### src/rtl/cache_axi_bridge.sv
// cache_axi_bridge
//   AXI3 master bridge that serves the icache and dcache through one system AXI port.
//   Cached accesses move whole lines as INCR bursts of LINE_WORDS beats. Uncached
//   accesses move a single word, with the read data landing in word 0.
//   One read FSM is shared by both clients, and dcache reads win ties. A separate write
//   FSM carries dcache writes and acks each one only after its B response.
//
// Ports
//   clk, reset            clock and synchronous active-high reset
//   icache_*              icache read request/accept, line data, pulse and error
//   dcache_*              dcache read/write request/accept, line data, pulse and error
//   ar*/r*/aw*/w*/b*      AXI3 master channels (ID_WIDTH ids, 32-bit data, 4-bit len)
//   r_state_dbg           current read FSM state
//   w_state_dbg           current write FSM state
//
// Handshakes: every AXI transfer happens on a cycle where valid and ready are both high.
// Once valid is raised it stays high, with payload stable, until that transfer cycle.
// Client *_addr_ready is a single-cycle accept: the request is captured on that edge.
// *_data_ready is a single-cycle completion pulse, and *_err is meaningful only with it.
module cache_axi_bridge #(
   parameter int LINE_WORDS = 4,
   parameter int ID_WIDTH   = 4,
   parameter int ICACHE_ID  = 0,
   parameter int DCACHE_ID  = 1
) (
   input  logic                      clk,
   input  logic                      reset,
   input  logic                      icache_req,
   input  logic                      icache_uncache,
   input  logic [31:0]               icache_addr,
   output logic                      icache_addr_ready,
   output logic                      icache_data_ready,
   output logic [32*LINE_WORDS-1:0]  icache_rdata,
   output logic                      icache_err,
   input  logic                      dcache_req,
   input  logic                      dcache_wr,
   input  logic                      dcache_uncache,
   input  logic [1:0]                dcache_size,
   input  logic [3:0]                dcache_wstrb,
   input  logic [31:0]               dcache_addr,
   input  logic [32*LINE_WORDS-1:0]  dcache_wdata,
   output logic                      dcache_addr_ready,
   output logic                      dcache_data_ready,
   output logic [32*LINE_WORDS-1:0]  dcache_rdata,
   output logic                      dcache_err,
   output logic [ID_WIDTH-1:0]       arid,
   output logic [31:0]               araddr,
   output logic [3:0]                arlen,
   output logic [2:0]                arsize,
   output logic [1:0]                arburst,
   output logic [1:0]                arlock,
   output logic [3:0]                arcache,
   output logic [2:0]                arprot,
   output logic                      arvalid,
   input  logic                      arready,
   input  logic [ID_WIDTH-1:0]       rid,
   input  logic [31:0]               rdata,
   input  logic [1:0]                rresp,
   input  logic                      rlast,
   input  logic                      rvalid,
   output logic                      rready,
   output logic [ID_WIDTH-1:0]       awid,
   output logic [31:0]               awaddr,
   output logic [3:0]                awlen,
   output logic [2:0]                awsize,
   output logic [1:0]                awburst,
   output logic [1:0]                awlock,
   output logic [3:0]                awcache,
   output logic [2:0]                awprot,
   output logic                      awvalid,
   input  logic                      awready,
   output logic [ID_WIDTH-1:0]       wid,
   output logic [31:0]               wdata,
   output logic [3:0]                wstrb,
   output logic                      wlast,
   output logic                      wvalid,
   input  logic                      wready,
   input  logic [ID_WIDTH-1:0]       bid,
   input  logic [1:0]                bresp,
   input  logic                      bvalid,
   output logic                      bready,
   output logic [1:0]                r_state_dbg,
   output logic [1:0]                w_state_dbg
);

   localparam int          IDXW      = (LINE_WORDS > 1) ? $clog2(LINE_WORDS) : 1;
   localparam logic [3:0]  LINE_LEN  = 4'(LINE_WORDS - 1);
   localparam logic [31:0] LINE_MASK = ~(32'(LINE_WORDS * 4) - 32'd1);

   typedef enum logic [1:0] {R_IDLE, R_AR, R_RECV, R_DONE} r_state_t;
   typedef enum logic [1:0] {W_IDLE, W_XFER, W_RESP, W_DONE} w_state_t;

   r_state_t r_state, r_next;
   w_state_t w_state, w_next;

   // read side registers
   logic        r_owner_d;                // 1 = current read belongs to dcache
   logic [31:0] ar_addr_q;
   logic [3:0]  ar_len_q;
   logic [2:0]  ar_size_q;
   logic [3:0]  r_cnt;
   logic        r_err_q;
   logic [31:0] ibuf [LINE_WORDS];
   logic [31:0] dbuf [LINE_WORDS];

   // write side registers
   logic [31:0] aw_addr_q;
   logic [3:0]  aw_len_q;
   logic [2:0]  aw_size_q;
   logic [3:0]  wstrb_q;
   logic [31:0] wbuf [LINE_WORDS];
   logic [3:0]  w_cnt;
   logic        aw_done_q;
   logic        w_done_q;
   logic        b_err_q;

   logic d_rd_go, i_rd_go, d_wr_go;
   logic dcache_rd_done, dcache_wr_done;
   logic aw_fire, w_fire, aw_ok, w_ok;
   logic unused_ids;

   assign unused_ids = ^{rid, bid};

   // A dcache read must not overtake a pending write, and a write must not start
   // while a dcache read is in flight, so that dcache sees its accesses in order.
   assign d_rd_go = !reset && (r_state == R_IDLE) && dcache_req && !dcache_wr &&
                    (w_state == W_IDLE);
   assign i_rd_go = !reset && (r_state == R_IDLE) && icache_req && !d_rd_go;
   assign d_wr_go = !reset && (w_state == W_IDLE) && dcache_req && dcache_wr &&
                    !((r_state != R_IDLE) && r_owner_d);

   assign icache_addr_ready = i_rd_go;
   assign dcache_addr_ready = d_rd_go || d_wr_go;

   // ---------------- read FSM ----------------
   always_ff @(posedge clk) begin
      if (reset) r_state <= R_IDLE;
      else       r_state <= r_next;
   end

   always_comb begin
      r_next            = r_state;
      arvalid           = 1'b0;
      rready            = 1'b0;
      icache_data_ready = 1'b0;
      dcache_rd_done    = 1'b0;
      case (r_state)
         R_IDLE: if (d_rd_go || i_rd_go) r_next = R_AR;
         R_AR: begin
            arvalid = 1'b1;
            if (arready) r_next = R_RECV;
         end
         R_RECV: begin
            rready = 1'b1;
            if (rvalid && rlast) r_next = R_DONE;
         end
         R_DONE: begin
            if (r_owner_d) dcache_rd_done    = 1'b1;
            else           icache_data_ready = 1'b1;
            r_next = R_IDLE;
         end
         default: r_next = R_IDLE;
      endcase
   end

   always_ff @(posedge clk) begin
      if (reset) begin
         r_owner_d <= 1'b0;
         ar_addr_q <= '0;
         ar_len_q  <= '0;
         ar_size_q <= '0;
         r_cnt     <= '0;
         r_err_q   <= 1'b0;
         for (int i = 0; i < LINE_WORDS; i++) begin
            ibuf[i] <= '0;
            dbuf[i] <= '0;
         end
      end else begin
         if (d_rd_go) begin
            r_owner_d <= 1'b1;
            ar_addr_q <= dcache_uncache ? dcache_addr : (dcache_addr & LINE_MASK);
            ar_len_q  <= dcache_uncache ? 4'd0 : LINE_LEN;
            ar_size_q <= dcache_uncache ? {1'b0, dcache_size} : 3'd2;
            r_cnt     <= '0;
            r_err_q   <= 1'b0;
         end else if (i_rd_go) begin
            r_owner_d <= 1'b0;
            ar_addr_q <= icache_uncache ? icache_addr : (icache_addr & LINE_MASK);
            ar_len_q  <= icache_uncache ? 4'd0 : LINE_LEN;
            ar_size_q <= 3'd2;
            r_cnt     <= '0;
            r_err_q   <= 1'b0;
         end
         if (r_state == R_RECV && rvalid) begin
            if (r_owner_d) dbuf[r_cnt[IDXW-1:0]] <= rdata;
            else           ibuf[r_cnt[IDXW-1:0]] <= rdata;
            if (rresp != 2'b00) r_err_q <= 1'b1;
            // Saturate at len: surplus beats before a late rlast rewrite the last word.
            if (r_cnt != ar_len_q) r_cnt <= r_cnt + 4'd1;
         end
      end
   end

   assign arid    = r_owner_d ? ID_WIDTH'(DCACHE_ID) : ID_WIDTH'(ICACHE_ID);
   assign araddr  = ar_addr_q;
   assign arlen   = ar_len_q;
   assign arsize  = ar_size_q;
   assign arburst = 2'b01;
   assign arlock  = 2'b00;
   assign arcache = 4'b0000;
   assign arprot  = 3'b000;

   // ---------------- write FSM ----------------
   assign aw_fire = awvalid && awready;
   assign w_fire  = wvalid && wready;
   assign aw_ok   = aw_done_q || aw_fire;
   assign w_ok    = w_done_q || (w_fire && wlast);

   always_ff @(posedge clk) begin
      if (reset) w_state <= W_IDLE;
      else       w_state <= w_next;
   end

   always_comb begin
      w_next         = w_state;
      awvalid        = 1'b0;
      wvalid         = 1'b0;
      bready         = 1'b0;
      dcache_wr_done = 1'b0;
      case (w_state)
         W_IDLE: if (d_wr_go) w_next = W_XFER;
         W_XFER: begin
            // AW and W run independently; leave once both have finished.
            awvalid = !aw_done_q;
            wvalid  = !w_done_q;
            if (aw_ok && w_ok) w_next = W_RESP;
         end
         W_RESP: begin
            bready = 1'b1;
            if (bvalid) w_next = W_DONE;
         end
         W_DONE: begin
            dcache_wr_done = 1'b1;
            w_next         = W_IDLE;
         end
         default: w_next = W_IDLE;
      endcase
   end

   always_ff @(posedge clk) begin
      if (reset) begin
         aw_addr_q <= '0;
         aw_len_q  <= '0;
         aw_size_q <= '0;
         wstrb_q   <= '0;
         w_cnt     <= '0;
         aw_done_q <= 1'b0;
         w_done_q  <= 1'b0;
         b_err_q   <= 1'b0;
         for (int i = 0; i < LINE_WORDS; i++) wbuf[i] <= '0;
      end else begin
         if (d_wr_go) begin
            aw_addr_q <= dcache_uncache ? dcache_addr : (dcache_addr & LINE_MASK);
            aw_len_q  <= dcache_uncache ? 4'd0 : LINE_LEN;
            aw_size_q <= dcache_uncache ? {1'b0, dcache_size} : 3'd2;
            wstrb_q   <= dcache_uncache ? dcache_wstrb : 4'hF;
            w_cnt     <= '0;
            aw_done_q <= 1'b0;
            w_done_q  <= 1'b0;
            b_err_q   <= 1'b0;
            for (int i = 0; i < LINE_WORDS; i++) wbuf[i] <= dcache_wdata[i*32 +: 32];
         end
         if (w_state == W_XFER) begin
            if (aw_fire) aw_done_q <= 1'b1;
            if (w_fire) begin
               if (wlast) w_done_q <= 1'b1;
               else       w_cnt    <= w_cnt + 4'd1;
            end
         end
         if (w_state == W_RESP && bvalid) b_err_q <= (bresp != 2'b00);
      end
   end

   assign awid    = ID_WIDTH'(DCACHE_ID);
   assign awaddr  = aw_addr_q;
   assign awlen   = aw_len_q;
   assign awsize  = aw_size_q;
   assign awburst = 2'b01;
   assign awlock  = 2'b00;
   assign awcache = 4'b0000;
   assign awprot  = 3'b000;
   assign wid     = ID_WIDTH'(DCACHE_ID);
   assign wdata   = wbuf[w_cnt[IDXW-1:0]];
   assign wstrb   = wstrb_q;
   assign wlast   = (w_cnt == aw_len_q);

   // ---------------- client outputs ----------------
   for (genvar g = 0; g < LINE_WORDS; g++) begin : g_rdata
      assign icache_rdata[g*32 +: 32] = ibuf[g];
      assign dcache_rdata[g*32 +: 32] = dbuf[g];
   end

   assign icache_err        = icache_data_ready && r_err_q;
   assign dcache_data_ready = dcache_rd_done || dcache_wr_done;
   assign dcache_err        = (dcache_rd_done && r_err_q) || (dcache_wr_done && b_err_q);

   assign r_state_dbg = r_state;
   assign w_state_dbg = w_state;

endmodule
### config.mk
export PLATFORM = sky130hd
export DESIGN_NAME = cache_axi_bridge
export DESIGN_NICKNAME = d
export VERILOG_FILES = /design/src/rtl/cache_axi_bridge.sv
export SDC_FILE = /design/constraint.sdc
export NUM_CORES = 1
export LEC_CHECK = 0
export CORE_AREA = 2 2 264 266
export CTS_CLUSTER_DIAMETER = 120
export DETAILED_ROUTE_END_ITERATION = 10
export DIE_AREA = 0 0 266 268
export GPL_TIMING_DRIVEN = 0
export PLACE_DENSITY = 0.59
export RECOVER_POWER = 25
export SYNTH_ARGS = -nofsm -noshare
export SYNTH_HDL_FRONTEND = slang
export SYNTH_SLANG_ARGS = --single-unit
### constraint.sdc
create_clock -name clk -period 6.3 [get_ports clk]
set_clock_uncertainty 0.2 [all_clocks]
set_input_delay 0.945 -clock clk [delete_from_list [all_inputs] [get_ports clk]]
set_output_delay 0.945 -clock clk [all_outputs]
set_load 0.02 [all_outputs]
# Word-level counts from Yosys, hierarchy flattened
# Memories as Yosys holds them, arrays and structs flattened. A register that Yosys moved wholly into a read port is not among the register bits.
# Cells that the tools add are included.
dict set report classes {
  n_addsub 2
  multipliers 0
  div_mod_pow 0
  order_cmp 0
  n_eq_ne 14
  n_shift 0
  mux 76
  n_bitwise 4
  n_reduce_logical 44
}
# op n
set ops {}
lappend ops {{$mux 32} 8}
lappend ops {{$reduce_or 32->1} 2}
lappend ops {{$mux 4} 13}
lappend ops {{$mux 1} 39}
lappend ops {{$mux 2} 12}
lappend ops {{$logic_and 1x1->1} 21}
lappend ops {{$pmux 2 s4} 2}
lappend ops {{$ne 2x2->1 const B} 5}
lappend ops {{$reduce_bool 2->1} 5}
lappend ops {{$add 4x1->4 const B} 2}
lappend ops {{$eq 2x2->1 const B} 4}
lappend ops {{$logic_not 1->1} 6}
lappend ops {{$logic_or 1x1->1} 6}
lappend ops {{$mux 3} 2}
lappend ops {{$reduce_and 3->1} 2}
lappend ops {{$eq 2x1->1 const B} 2}
lappend ops {{$eq 4x4->1} 1}
lappend ops {{$logic_not 2->1} 2}
lappend ops {{$ne 4x4->1} 1}
lappend ops {{$or 1x1->1} 4}
lappend ops {{$ne 2x1->1 const B} 1}
dict set report word_totals {
  regBits 99
  latch_bits 0
  ramBits 384
  rom_bits 0
  inputBits 255
  output_inout_bits 420
  word_cells 159
  mem_count 3
}
# name depth word_bits rd rd_ports_with_merged_regs write_ports line
set memory_table {}
lappend memory_table {dbuf 4 32 4 0 4 104} ;# logic [31:0] dbuf [LINE_WORDS];
lappend memory_table {ibuf 4 32 4 0 4 103} ;# logic [31:0] ibuf [LINE_WORDS];
lappend memory_table {wbuf 4 32 1 1 4 111} ;# logic [31:0] wbuf [LINE_WORDS];

# Longest topological paths before layout
# Gate-level depths: netlist (run 1).
dict set report logic_depth {
  word_depth 11
  mapped_depth 8
}

# Least setup slack after synthesis (run 1)
# OpenSTA, ideal clock, no wires.
dict set report synth_timing {
  path_kind {in2reg}
  start {in reset}
  end {mem wbuf[0][0], enable pin}
  arrival_ns 3.865
  setup_slack_ns 1.125
  path_stages 5
  cell_sequence {buf_2 and4b_1 o21ai_1 clkbuf_1 nand2_1}
}
# item line
set synth_lines {}
lappend synth_lines {{start, declared} 27} ;# input logic reset,
lappend synth_lines {{end, declared} 111}

# Final worst setup path (run 1)
dict set report layout_timing {
  start {in dcache_req}
  end {out dcache_addr_ready}
}
dict set report layout_between {
  elab_chain_cells 4
  word_cells_on_any_way 7
  cone_classes {reduce/logical (7)}
}
# item line
set layout_lines {}
lappend layout_lines {{start, declared} 35} ;# input logic dcache_req,
lappend layout_lines {{$logic_and 1x1->1, on equally long branches (3 in a row)} {126, 129}}
lappend layout_lines {{$logic_or 1x1->1 *} 133} ;# assign dcache_addr_ready = d_rd_go || d_wr_go;
lappend layout_lines {{end, declared} 42} ;# output logic dcache_addr_ready,
# Every way passes the cells marked *; elsewhere a longest branch is shown, timed or not.

==> load_flow_metrics.sql, run 1 <==
INSERT INTO impl_metrics (metric_group, metric, value, unit) VALUES
('timing', 'post_layout_min_period', '5.14', 'ns'),
('clock_network', 'clk_root_buffer_cell', 'sky130_fd_sc_hd__clkbuf_16', ''),
('clock_network', 'htree_levels', '2', ''),
('synthesis', 'syn-cell-area', '19000', 'um^2'),
('grt', 'wire_length_of_the_first_global_routing_pass', '92.1', 'mm'),
('synthesis', 'async_flop_share', '0', '%'),
('timing', 'final_report_hold_violation_count', '0', ''),
('placed_design', 'place.detailed.hpwl', '49.9', 'mm'),
('power', 'static-leakage-power', '10.8', 'nW'),
('synthesis', 'yosysMostFrequentCell', 'sky130_fd_sc_hd__edfxtp_1', ''),
('grt', 'antenna_violations_before_repair', '6', ''),
('clock_network', 'postCtsSetupRepairBufs', '0', ''),
('routing', 'dr.first_iter.drc_count', '1206', ''),
('grt', 'gr-usage-all-layers', '17.5', '%'),
('clock_network', 'cts_resizes', '0', ''),
('synthesis', 'postSynthAreaPerCell', '14.1', 'um^2'),
('routing', 'wl_met2', '32.3', 'mm'),
('synthesis', 'synthDistinctLibCells', '46', ''),
('timing', 'max_freq', '0.195', 'GHz'),
('routing', 'antenna_nets_post_route', '0', ''),
('worst_setup_path', 'setup.worst_path.class', 'primary input to primary output', ''),
('routing', 'met3WireLength', '5.79', 'mm'),
('outcome', 'status', 'completed', ''),
('floorplanning', 'fp.dieArea', '71300', 'um^2'),
('synthesis', 'post-synth-top-area-fraction', '60.6', '%'),
('synthesis', 'synth_common_cells', 'sky130_fd_sc_hd__edfxtp_1 (384), sky130_fd_sc_hd__and2_1 (291), sky130_fd_sc_hd__and3_1 (98)', ''),
('routing', 'number_of_optimization_iterations_in_the_first_detailed_route_pass', '9', ''),
('timing', 'rsz0062_at_grt', 'false', ''),
('floorplanning', 'core', '68200', 'um^2'),
('timing', 'maxSlewViolCount', '0', ''),
('layout', 'post-route-util', '41.5', '%'),
('synthesis', 'ys_dominant_reg_cell', 'sky130_fd_sc_hd__edfxtp_1', ''),
('clock_network', 'clkSlewWorstSetupHoldPaths', '0.06', 'ns'),
('clock_network', 'numCtsBuffers', '50', ''),
('worst_setup_path', 'critical_path.slowest_cell', 'sky130_fd_sc_hd__nor3_1', ''),
('floorplanning', 'floorplan_die_width', '266', 'um'),
('floorplanning', 'placementRows', '96', ''),
('routing', 'drt-met1-wl', '24.5', 'mm'),
('synthesis', 'synthDominantAreaCellType', 'sky130_fd_sc_hd__edfxtp_1', ''),
('worst_setup_path', 'path_max_fanout', '10', ''),
('routing', 'post_drt_wl_per_cell', '21.6', 'um'),
('worst_setup_path', 'r2r_start', 'r_state_dbg[0]', ''),
('worst_setup_path', 'crit_path_max_incr_delay', '1.10', 'ns'),
('synthesis', 'netlist_top_cells_area', 'sky130_fd_sc_hd__edfxtp_1 (61%), sky130_fd_sc_hd__dfxtp_1 (9.6%), sky130_fd_sc_hd__and2_1 (9.6%), sky130_fd_sc_hd__mux4_2 (3.8%), sky130_fd_sc_hd__and3_1 (3.2%)', ''),
('grt', 'grt_start_max_net_pins', '75', ''),
('timing', 'finalSetupViolations', '0', ''),
('power', 'ir_drop', '0.179', 'mV'),
('layout', 'layout-drive-gt1-share', '7.90', '%'),
('worst_setup_path', 'delay_heaviest_family_cp', 'buffers and inverters', ''),
('layout', 'filler_cell_count', '6318', ''),
('clock_network', 'ctsHoldBuffers', '0', ''),
('worst_setup_path', 'crit_required', '5.15', 'ns'),
('clock_network', 'clkLatencyLatePin', '0.59', 'ns'),
('layout', 'area_growth_syn_to_layout', '48.8', '%'),
('layout', 'multi_input_comb_area', '5150', 'um^2'),
('synthesis', 'yosys_warnings', '0', ''),
('worst_setup_path', 'endpoint_kind', 'primary output', ''),
('worst_setup_path', 'worst-r2r-cell-count', '7', ''),
('worst_setup_path', 'crit_arrival', '4.00', 'ns'),
('layout', 'combined_flip_flop_and_latch_cell_area', '13400', 'um^2'),
('routing', 'route.final.wire_length', '64.8', 'mm'),
('synthesis', 'synth_cells', '1353', ''),
('hold_path', 'whs_endpoint', 'awaddr[12]', ''),
('grt', 'grt_total_ovfl', '0', ''),
('timing', 'period_share', '81.6', '%'),
('timing', 'worst-slew-pin-transition', '1.44', 'ns'),
('floorplanning', 'die_height', '268', 'um'),
('synthesis', 'synth_enable_flop_cells', '384', ''),
('synthesis', 'synth_sequential_area_ratio', '70.2', '%'),
('floorplanning', 'boundaryPins', '675', ''),
('placed_design', 'io_buffer_count', '625', '');
## routing by layer
layer | global-route usage (%) | vias to the layer above
met4 | 6.62 | 6
li1 | - | 6266
met2 | 30.4 | 689
met1 | 20.2 | 6595
met3 | 5.41 | 131
met5 | 0 | -
## power by group
group | internal [mW] | switching, mW
registers | 3.66 | 0.108
logic | 0.666 | 0.866
clock network | 1.53 | 1.23
total | 5.86 | 2.20
## layout make-up
type | count | area share, %
clock buffers | 57 | 4.51
flip-flops and latches | 475 | 47.2
clock inverters | 31 | 0.778
repair buffers | 636 | 22.8
inverters | 18 | 0.239
diodes | 3 | 0.0265
well taps | 882 | 3.90
multi-input cells | 763 | 18.2
plain buffers | 134 | 2.37
## layout by cell type, fill, tap and decap left out, types with 29 or more instances in the layout
cell and instances:
sky130_fd_sc_hd__a222oi_1 30, sky130_fd_sc_hd__and2_0 29, sky130_fd_sc_hd__and2_1 262, sky130_fd_sc_hd__and3_1 98
sky130_fd_sc_hd__buf_4 42, sky130_fd_sc_hd__clkbuf_1 90, sky130_fd_sc_hd__clkbuf_16 50, sky130_fd_sc_hd__clkdlybuf4s50_1 507
sky130_fd_sc_hd__conb_1 39, sky130_fd_sc_hd__dfxtp_1 91, sky130_fd_sc_hd__dlygate4sd3_1 118, sky130_fd_sc_hd__edfxtp_1 384
sky130_fd_sc_hd__mux4_2 32, sky130_fd_sc_hd__nand2_1 80, sky130_fd_sc_hd__nor2_1 40, sky130_fd_sc_hd__o21ai_0 42
## cells by family after synthesis
logic type | synth area share [%]
AND/OR/NAND/NOR | 16.4
flip-flops | 70.2
buffers and inverters | 3.93
AO/OA/AOI/OAI | 4.51
multiplexers | 4.05
adder cells (fa/ha/maj) | 0.789
other | 0.0395
XOR/XNOR | 0.0921
## worst max path at each step
| stage | endpoint | cells past startpoint |
|---|---|---|
| after floorplan | wbuf[0][0] | 5 |
| after global placement | ibuf[1][18] | 5 |
| after detailed placement | dcache_addr_ready | 6 |
| after CTS | dcache_addr_ready | 6 |
| after global routing | dcache_addr_ready | 6 |
| final | dcache_addr_ready | 6 |
## through the flow
step                      std cells  power (mW)  area, um^2  setup TNS, ns  setup slack, ns
after floorplan                1390        4.55       19200              0             1.13
after global placement         2897        5.37       26500        -307.32            -1.11
after detailed placement       2908        5.40       26800              0             1.69
after CTS                      2996        8.17       28300              0             1.68
after global routing           2999        8.36       28300              0            0.943
final                          2999        8.06       28300              0             1.16
## worst min-delay path: stages, from the launching register on
cell                      delay, ns
sky130_fd_sc_hd__dfxtp_1       0.31
sky130_fd_sc_hd__nand2_1       0.05
sky130_fd_sc_hd__o21ai_0       0.06
## sequential cells by signal, summed over array words and instances, names as in the netlist, 4 cells and up
register,cells
araddr,32
w_cnt,4
awaddr,32
r_cnt,4
dbuf,128
wbuf,128
wstrb,4
ibuf,128
Note: power is estimated with default switching activity, not from simulation.
==> inputs of run 2 (changes only) <==
==> constraint.sdc (replaced) <==
create_clock -name clk -period 5.3 [get_ports clk]
set_clock_uncertainty 0.2 [all_clocks]
set_input_delay 0.795 -clock clk [delete_from_list [all_inputs] [get_ports clk]]
set_output_delay 0.795 -clock clk [all_outputs]
set_load 0.02 [all_outputs]
==> load_flow_metrics.sql, run 2 (same netlist as run 1, synthesis figures left out) <==
INSERT INTO impl_metrics (metric_group, metric, value, unit) VALUES
('outcome', 'status', 'finished with violations', ''),
('outcome', 'violations_in_the_final_reports', 'DRC', ''),
('grt', 'gr-usage-all-layers', '17.5', '%'),
('layout', 'final_cells', '2999', ''),
('timing', 'finalSetupViolations', '0', ''),
('clock_network', 'clock-sinks', '475', ''),
('routing', 'antenna_nets_post_route', '0', ''),
('clock_network', 'clk_root_buffer_cell', 'sky130_fd_sc_hd__clkbuf_16', ''),
('clock_network', 'maximum_number_of_buffers_from_clock_root_to_sink', '3', ''),
('timing', 'final_report_hold_violation_count', '0', ''),
('placed_design', 'gp_congestion', '0.867', ''),
('timing', 'worst-slew-pin-transition', '1.22', 'ns'),
('power', 'p_per_area', '338', 'nW/um^2'),
('timing', 'final.hold.worst_slack', '0.258', 'ns'),
('clock_network', 'postCtsSetupRepairBufs', '0', ''),
('layout', 'layout.cells.most_common', 'sky130_fd_sc_hd__clkdlybuf4s50_1', ''),
('grt', 'number_of_global_route_vias_before_repair', '13934', ''),
('timing', 'slew_headroom', '18.8', '%'),
('placed_design', 'place.detailed.hpwl', '49.9', 'mm'),
('worst_setup_path', 'critical_path.slowest_cell', 'sky130_fd_sc_hd__a21boi_0', ''),
('floorplanning', 'placementRows', '96', ''),
('layout', 'layout.cells.most_common_list', 'sky130_fd_sc_hd__clkdlybuf4s50_1 (439), sky130_fd_sc_hd__edfxtp_1 (384), sky130_fd_sc_hd__and2_1 (274), sky130_fd_sc_hd__dlygate4sd3_1 (186), sky130_fd_sc_hd__and3_1 (98)', ''),
('routing', 'number_of_optimization_iterations_in_the_first_detailed_route_pass', '11', ''),
('hold_path', 'timing.hold.worst_path_depth', '2', ''),
('grt', 'antenna_violations_before_repair', '6', ''),
('power', 'ir_drop', '0.212', 'mV'),
('clock_network', 'numCtsBuffers', '50', ''),
('routing', 'route.final.wire_length', '64.9', 'mm'),
('floorplanning', 'die_height', '268', 'um'),
('clock_network', 'ctsHoldBuffers', '0', ''),
('routing', 'via_count', '13660', ''),
('clock_network', 'clkSlewWorstSetupHoldPaths', '0.06', 'ns'),
('worst_setup_path', 'worst-r2r-cell-count', '7', ''),
('floorplanning', 'initial_core_util', '27.9', '%'),
('clock_network', 'cts_resizes', '0', ''),
('worst_setup_path', 'crit_chain', 'inv_1, ha_1, and4b_1, a21boi_0, buf_2, or2_2, clkdlybuf4s50_1', ''),
('timing', 'period_share', '85.4', '%'),
('layout', 'layout-drive-gt1-share', '8.04', '%'),
('worst_setup_path', 'crit_path_max_incr_delay', '0.78', 'ns'),
('grt', 'grt_total_ovfl', '0', ''),
('worst_setup_path', 'endpoint_kind', 'primary output', ''),
('worst_setup_path', 'path_max_fanout', '10', ''),
('routing', 'dr.first_iter.drc_count', '1250', ''),
('floorplanning', 'fp.dieArea', '71300', 'um^2'),
('routing', 'route.detailed.drc', '6', ''),
('worst_setup_path', 'reg2reg_slack', '1.56', 'ns'),
('routing', 'avgViaCountPerCell', '4.55', ''),
('placed_design', 'dpl_cells', '2908', ''),
('power', 'static-leakage-power', '10.9', 'nW'),
('layout', 'leading_registers_by_flop_count', 'dbuf x128, ibuf x128, wbuf x128', ''),
('routing', 'post_drt_wl_per_cell', '21.6', 'um'),
('clock_network', 'htree_levels', '2', ''),
('clock_network', 'clkLatencyLatePin', '0.58', 'ns'),
('worst_setup_path', 'worst_setup_path_start_kind', 'flip-flop', ''),
('floorplanning', 'core', '68200', 'um^2'),
('placed_design', 'io_buffer_count', '625', ''),
('timing', 'maxSlewViolCount', '0', ''),
('job', 'max_cap_violations', '0', ''),
('grt', 'grt_start_max_net_pins', '75', ''),
('layout', 'design.final.nets', '2345', ''),
('timing', 'max_freq', '0.221', 'GHz'),
('hold_path', 'min_path_type', 'flip-flop to flip-flop', ''),
('worst_setup_path', 'crit_required', '4.30', 'ns'),
('clock_network', 'cts_tree', 'built', ''),
('floorplanning', 'boundaryPins', '675', ''),
('timing', 'post_layout_min_period', '4.52', 'ns'),
('grt', 'wire_length_of_the_first_global_routing_pass', '92.1', 'mm'),
('floorplanning', 'floorplan_die_width', '266', 'um'),
('worst_setup_path', 'crit_arrival', '3.53', 'ns'),
('worst_setup_path', 'setup.worst_path.class', 'flip-flop to primary output', ''),
('layout', 'area_growth_syn_to_layout', '48.9', '%'),
('timing', 'rsz0062_at_grt', 'false', '');
-- run 2: changes by cell type in the layout (fill, tap and decap cells not counted), sizes merged --
| cell | previous run | this run |
|---|---|---|
| buf | 62 | 64 |
| clkbuf | 140 | 138 |
| clkdlybuf4s50 | 507 | 439 |
| dlygate4sd3 | 118 | 186 |
-- run 2: path summary, 6_finish.rpt --
kind	end	start
setup reg to reg	ibuf[0][11]	r_state_dbg[0]
setup / recovery	dcache_addr_ready	w_state_dbg[0]
hold reg to reg	awaddr[29]	awaddr[29]
hold / removal	awaddr[29]	awaddr[29]
-- run 2: power by group --
| part | internal, mW | switching, mW | total, mW |
|---|---|---|---|
| Clock | 1.82 | 1.46 | 3.28 |
| Combinational | 0.780 | 1.03 | 1.81 |
| Sequential | 4.35 | 0.127 | 4.48 |
| Total | 6.95 | 2.62 | 9.58 |
-- run 2: per-layer routing --
layer | wire, um | share of wire, % | track usage, %
met5 | 45 | 0.069 | 0
met4 | 2260 | 3.5 | 6.62
met3 | 5630 | 8.7 | 5.41
met2 | 32300 | 50 | 30.4
met1 | 24700 | 38 | 20.2
-- run 2: per-stage QoR --
stage | setup WS [ns] | cell area [um^2] | total power [mW] | TNS (ns) | util [%]
finish | 0.776 | 28300 | 9.58 | 0 | 41.5
global route | 0.495 | 28300 | 9.92 | 0 | 41.5
CTS | 0.903 | 28300 | 9.71 | 0 | 41.5
detailed placement | 0.988 | 26800 | 6.41 | 0 | 39.3
global placement | -1.96 | 26500 | 6.38 | -633.72 | 38.9
floorplan | 0.275 | 19200 | 5.40 | 0 | -
-- run 2: critical path: cells and delay by family (launching register included) --
family	cells	cell delay, ns
AOI/OAI and AO/OA	1	0.78
adders and majority gates	1	0.23
buffers and inverters	3	1.18
DFF	1	0.35
and+or+nand+nor	2	0.40
-- run 2: layout make-up --
cell class	instances	area [um^2]
Multi-Input combinational cell	763	5160
Clock inverter	31	220
Antenna cell	3	7.51
Fill cell	6315	39900
Clock buffer	57	1280
Timing Repair Buffer	636	6460
Tap cell	882	1100
Inverter	18	67.6
Sequential cell	475	13400
Buffer	134	673
==> inputs of run 3 (changes only) <==
--- a/config.mk
+++ b/config.mk
@@ -12,6 +12,7 @@
 export GPL_TIMING_DRIVEN = 0
 export PLACE_DENSITY = 0.59
 export RECOVER_POWER = 25
+export SLEW_MARGIN = 20
 export SYNTH_ARGS = -nofsm -noshare
 export SYNTH_HDL_FRONTEND = slang
 export SYNTH_SLANG_ARGS = --single-unit
==> load_flow_metrics.sql, run 3 (same netlist as run 1, synthesis figures left out) <==
INSERT INTO impl_metrics (metric_group, metric, value, unit) VALUES
('outcome', 'status', 'completed', ''),
('clock_network', 'clkSlewWorstSetupHoldPaths', '0.06', 'ns'),
('floorplanning', 'placementRows', '96', ''),
('layout', 'layout-drive-gt1-share', '8.55', '%'),
('placed_design', 'dp_slack', '0.998', 'ns'),
('floorplanning', 'initial_core_util', '27.9', '%'),
('hold_path', 'whs_endpoint', 'awaddr[12]', ''),
('job', 'max_cap_violations', '0', ''),
('grt', 'grt_start_max_net_pins', '61', ''),
('worst_setup_path', 'crit_chain', 'inv_1, ha_1, and4b_1, a21boi_0, buf_2, or2_2, clkdlybuf4s50_1', ''),
('power', 'ir_drop', '0.254', 'mV'),
('power', 'power.net_switching', '2.60', 'mW'),
('routing', 'via_count', '13758', ''),
('power', 'p_total', '9.83', 'mW'),
('clock_network', 'maximum_number_of_buffers_from_clock_root_to_sink', '3', ''),
('layout', 'leading_registers_by_flop_count', 'dbuf x128, ibuf x128, wbuf x128', ''),
('routing', 'post_drt_wl_per_cell', '21.6', 'um'),
('clock_network', 'clk_root_buffer_cell', 'sky130_fd_sc_hd__clkbuf_16', ''),
('clock_network', 'htree_levels', '2', ''),
('layout', 'design.final.nets', '2348', ''),
('worst_setup_path', 'worst_setup_path_start_kind', 'flip-flop', ''),
('placed_design', 'place.detailed.hpwl', '50.0', 'mm'),
('floorplanning', 'fp.dieArea', '71300', 'um^2'),
('worst_setup_path', 'critical_path.slowest_cell', 'sky130_fd_sc_hd__a21boi_0', ''),
('placed_design', 'io_buffer_count', '625', ''),
('timing', 'final.hold.worst_slack', '0.254', 'ns'),
('timing', 'max_freq', '0.227', 'GHz'),
('hold_path', 'min_path_type', 'flip-flop to flip-flop', ''),
('power', 'clock_power_share', '36.0', '%'),
('grt', 'number_of_global_route_vias_before_repair', '13877', ''),
('floorplanning', 'floorplan_die_width', '266', 'um'),
('grt', 'antenna_violations_before_repair', '4', ''),
('clock_network', 'postCtsSetupRepairBufs', '0', ''),
('worst_setup_path', 'setup.worst_path.class', 'flip-flop to primary output', ''),
('worst_setup_path', 'path_max_fanout', '10', ''),
('worst_setup_path', 'crit_path_max_incr_delay', '0.73', 'ns'),
('routing', 'route.final.wire_length', '64.7', 'mm'),
('hold_path', 'timing.hold.worst_path_depth', '2', ''),
('worst_setup_path', 'worst_r2r_endpoint', 'dbuf[0][7]', ''),
('grt', 'wire_length_of_the_first_global_routing_pass', '92.2', 'mm'),
('timing', 'rsz0062_at_grt', 'false', ''),
('timing', 'worst-slew-pin-transition', '1.19', 'ns'),
('hold_path', 'holdCritStartpoint', 'awaddr[12]', ''),
('routing', 'avgViaCountPerCell', '4.58', ''),
('clock_network', 'clock-sinks', '475', ''),
('timing', 'final_report_hold_violation_count', '0', ''),
('worst_setup_path', 'r2r_start', 'r_state_dbg[0]', ''),
('power', 'seqPwrFrac', '45.6', '%'),
('power', 'static-leakage-power', '11.1', 'nW'),
('timing', 'post_layout_min_period', '4.41', 'ns'),
('worst_setup_path', 'endpoint_kind', 'primary output', ''),
('power', 'p_int', '7.23', 'mW'),
('power', 'p_per_area', '344', 'nW/um^2'),
('grt', 'gr-usage-all-layers', '17.5', '%'),
('worst_setup_path', 'crit_arrival', '3.42', 'ns'),
('clock_network', 'ctsHoldBuffers', '0', ''),
('clock_network', 'numCtsBuffers', '51', ''),
('layout', 'layout.cells.most_common', 'sky130_fd_sc_hd__clkdlybuf4s50_1', ''),
('worst_setup_path', 'worst-r2r-cell-count', '8', ''),
('worst_setup_path', 'crit_required', '4.30', 'ns'),
('timing', 'finalSetupViolations', '0', ''),
('clock_network', 'cts_resizes', '0', ''),
('layout', 'area_growth_syn_to_layout', '50.0', '%'),
('power', 'power_frac_comb', '18.5', '%'),
('timing', 'period_share', '83.3', '%'),
('placed_design', 'gp_congestion', '0.867', ''),
('floorplanning', 'core', '68200', 'um^2'),
('timing', 'slack_of_the_critical_path', '0.885', 'ns'),
('floorplanning', 'die_height', '268', 'um'),
('power', 'swShare', '26.5', '%'),
('timing', 'slew_headroom', '20.3', '%'),
('timing', 'maxSlewViolCount', '0', ''),
('routing', 'dr.first_iter.drc_count', '1265', ''),
('grt', 'grt_total_ovfl', '0', ''),
('routing', 'antenna_nets_post_route', '0', ''),
('layout', 'layout.cells.most_common_list', 'sky130_fd_sc_hd__clkdlybuf4s50_1 (428), sky130_fd_sc_hd__edfxtp_1 (384), sky130_fd_sc_hd__and2_1 (281), sky130_fd_sc_hd__dlygate4sd3_1 (197), sky130_fd_sc_hd__and3_1 (98)', ''),
('clock_network', 'cts_tree', 'built', ''),
('floorplanning', 'boundaryPins', '675', ''),
('clock_network', 'clkLatencyLatePin', '0.58', 'ns'),
('routing', 'number_of_optimization_iterations_in_the_first_detailed_route_pass', '8', ''),
('worst_setup_path', 'reg2reg_slack', '1.63', 'ns'),
('routing', 'route.detailed.drc', '0', '');
[run 3: cell types whose count changed in the layout (fill, tap and decap cells not counted), sizes merged]
cell and delta:
buf +3, clkbuf +11, dlygate4sd3 +11, clkinvlp -3
bufinv +3, clkdlybuf4s50 -11, clkinv -11
[run 3: stage by stage]
stage | std cells | utilization [%] | setup TNS (ns) | cell area, um^2
after floorplan | 1390 | - | 0 | 19200
after global placement | 2897 | 38.9 | -633.72 | 26500
after detailed placement | 2910 | 39.4 | 0 | 26900
after CTS | 2999 | 41.8 | 0 | 28500
after global routing | 3002 | 41.8 | 0 | 28500
final | 3002 | 41.8 | 0 | 28500
[run 3: power groups by stage]
stage | registers, mW | clock network, mW | logic [mW]
floorplan | 4.77 | 0 | 0.632
detailed placement | 4.56 | 0 | 1.86
CTS | 4.49 | 3.63 | 1.87
global placement | 4.58 | 0 | 1.79
global route | 4.51 | 3.75 | 1.92
finish | 4.48 | 3.53 | 1.81
[run 3: final cells by class]
cell class | count | area, um^2
inverters | 18 | 67.6
plain buffers | 134 | 676
well taps | 882 | 1100
clock buffers | 69 | 1400
multi-input cells | 763 | 5160
fillers | 6257 | 39700
flip-flops and latches | 475 | 13400
clock inverters | 20 | 240
diodes | 3 | 7.51
repair buffers | 638 | 6530
[run 3: per-layer routing]
metal	track usage (%)	routed length, um	vias up
met2	30.4	31900	700
met1	20.5	24800	6661
met4	6.97	2540	2
li1	-	-	6269
met5	0	14	-
met3	4.83	5530	126
[run 3: worst max-delay path by stage]
stage              startpoint                 to  slack, ns
6_report       w_state_dbg[1]  dcache_addr_ready       0.89
5_1_grt        w_state_dbg[0]  dcache_addr_ready       0.57
4_1_cts        w_state_dbg[1]  dcache_addr_ready       0.92
3_5_place_dp        dcache_wr  dcache_addr_ready        1.0
3_3_place_gp           rvalid        ibuf[1][18]      -1.96
2_1_floorplan           reset         wbuf[0][0]       0.28
[run 3: worst max-delay path: cells and delay by family (launching register included)]
family	cells	cell delay, ns
buf+inv	3	1.15
compound gates	1	0.73
simple gates	2	0.39
flops	1	0.35
fa+ha+maj	1	0.22
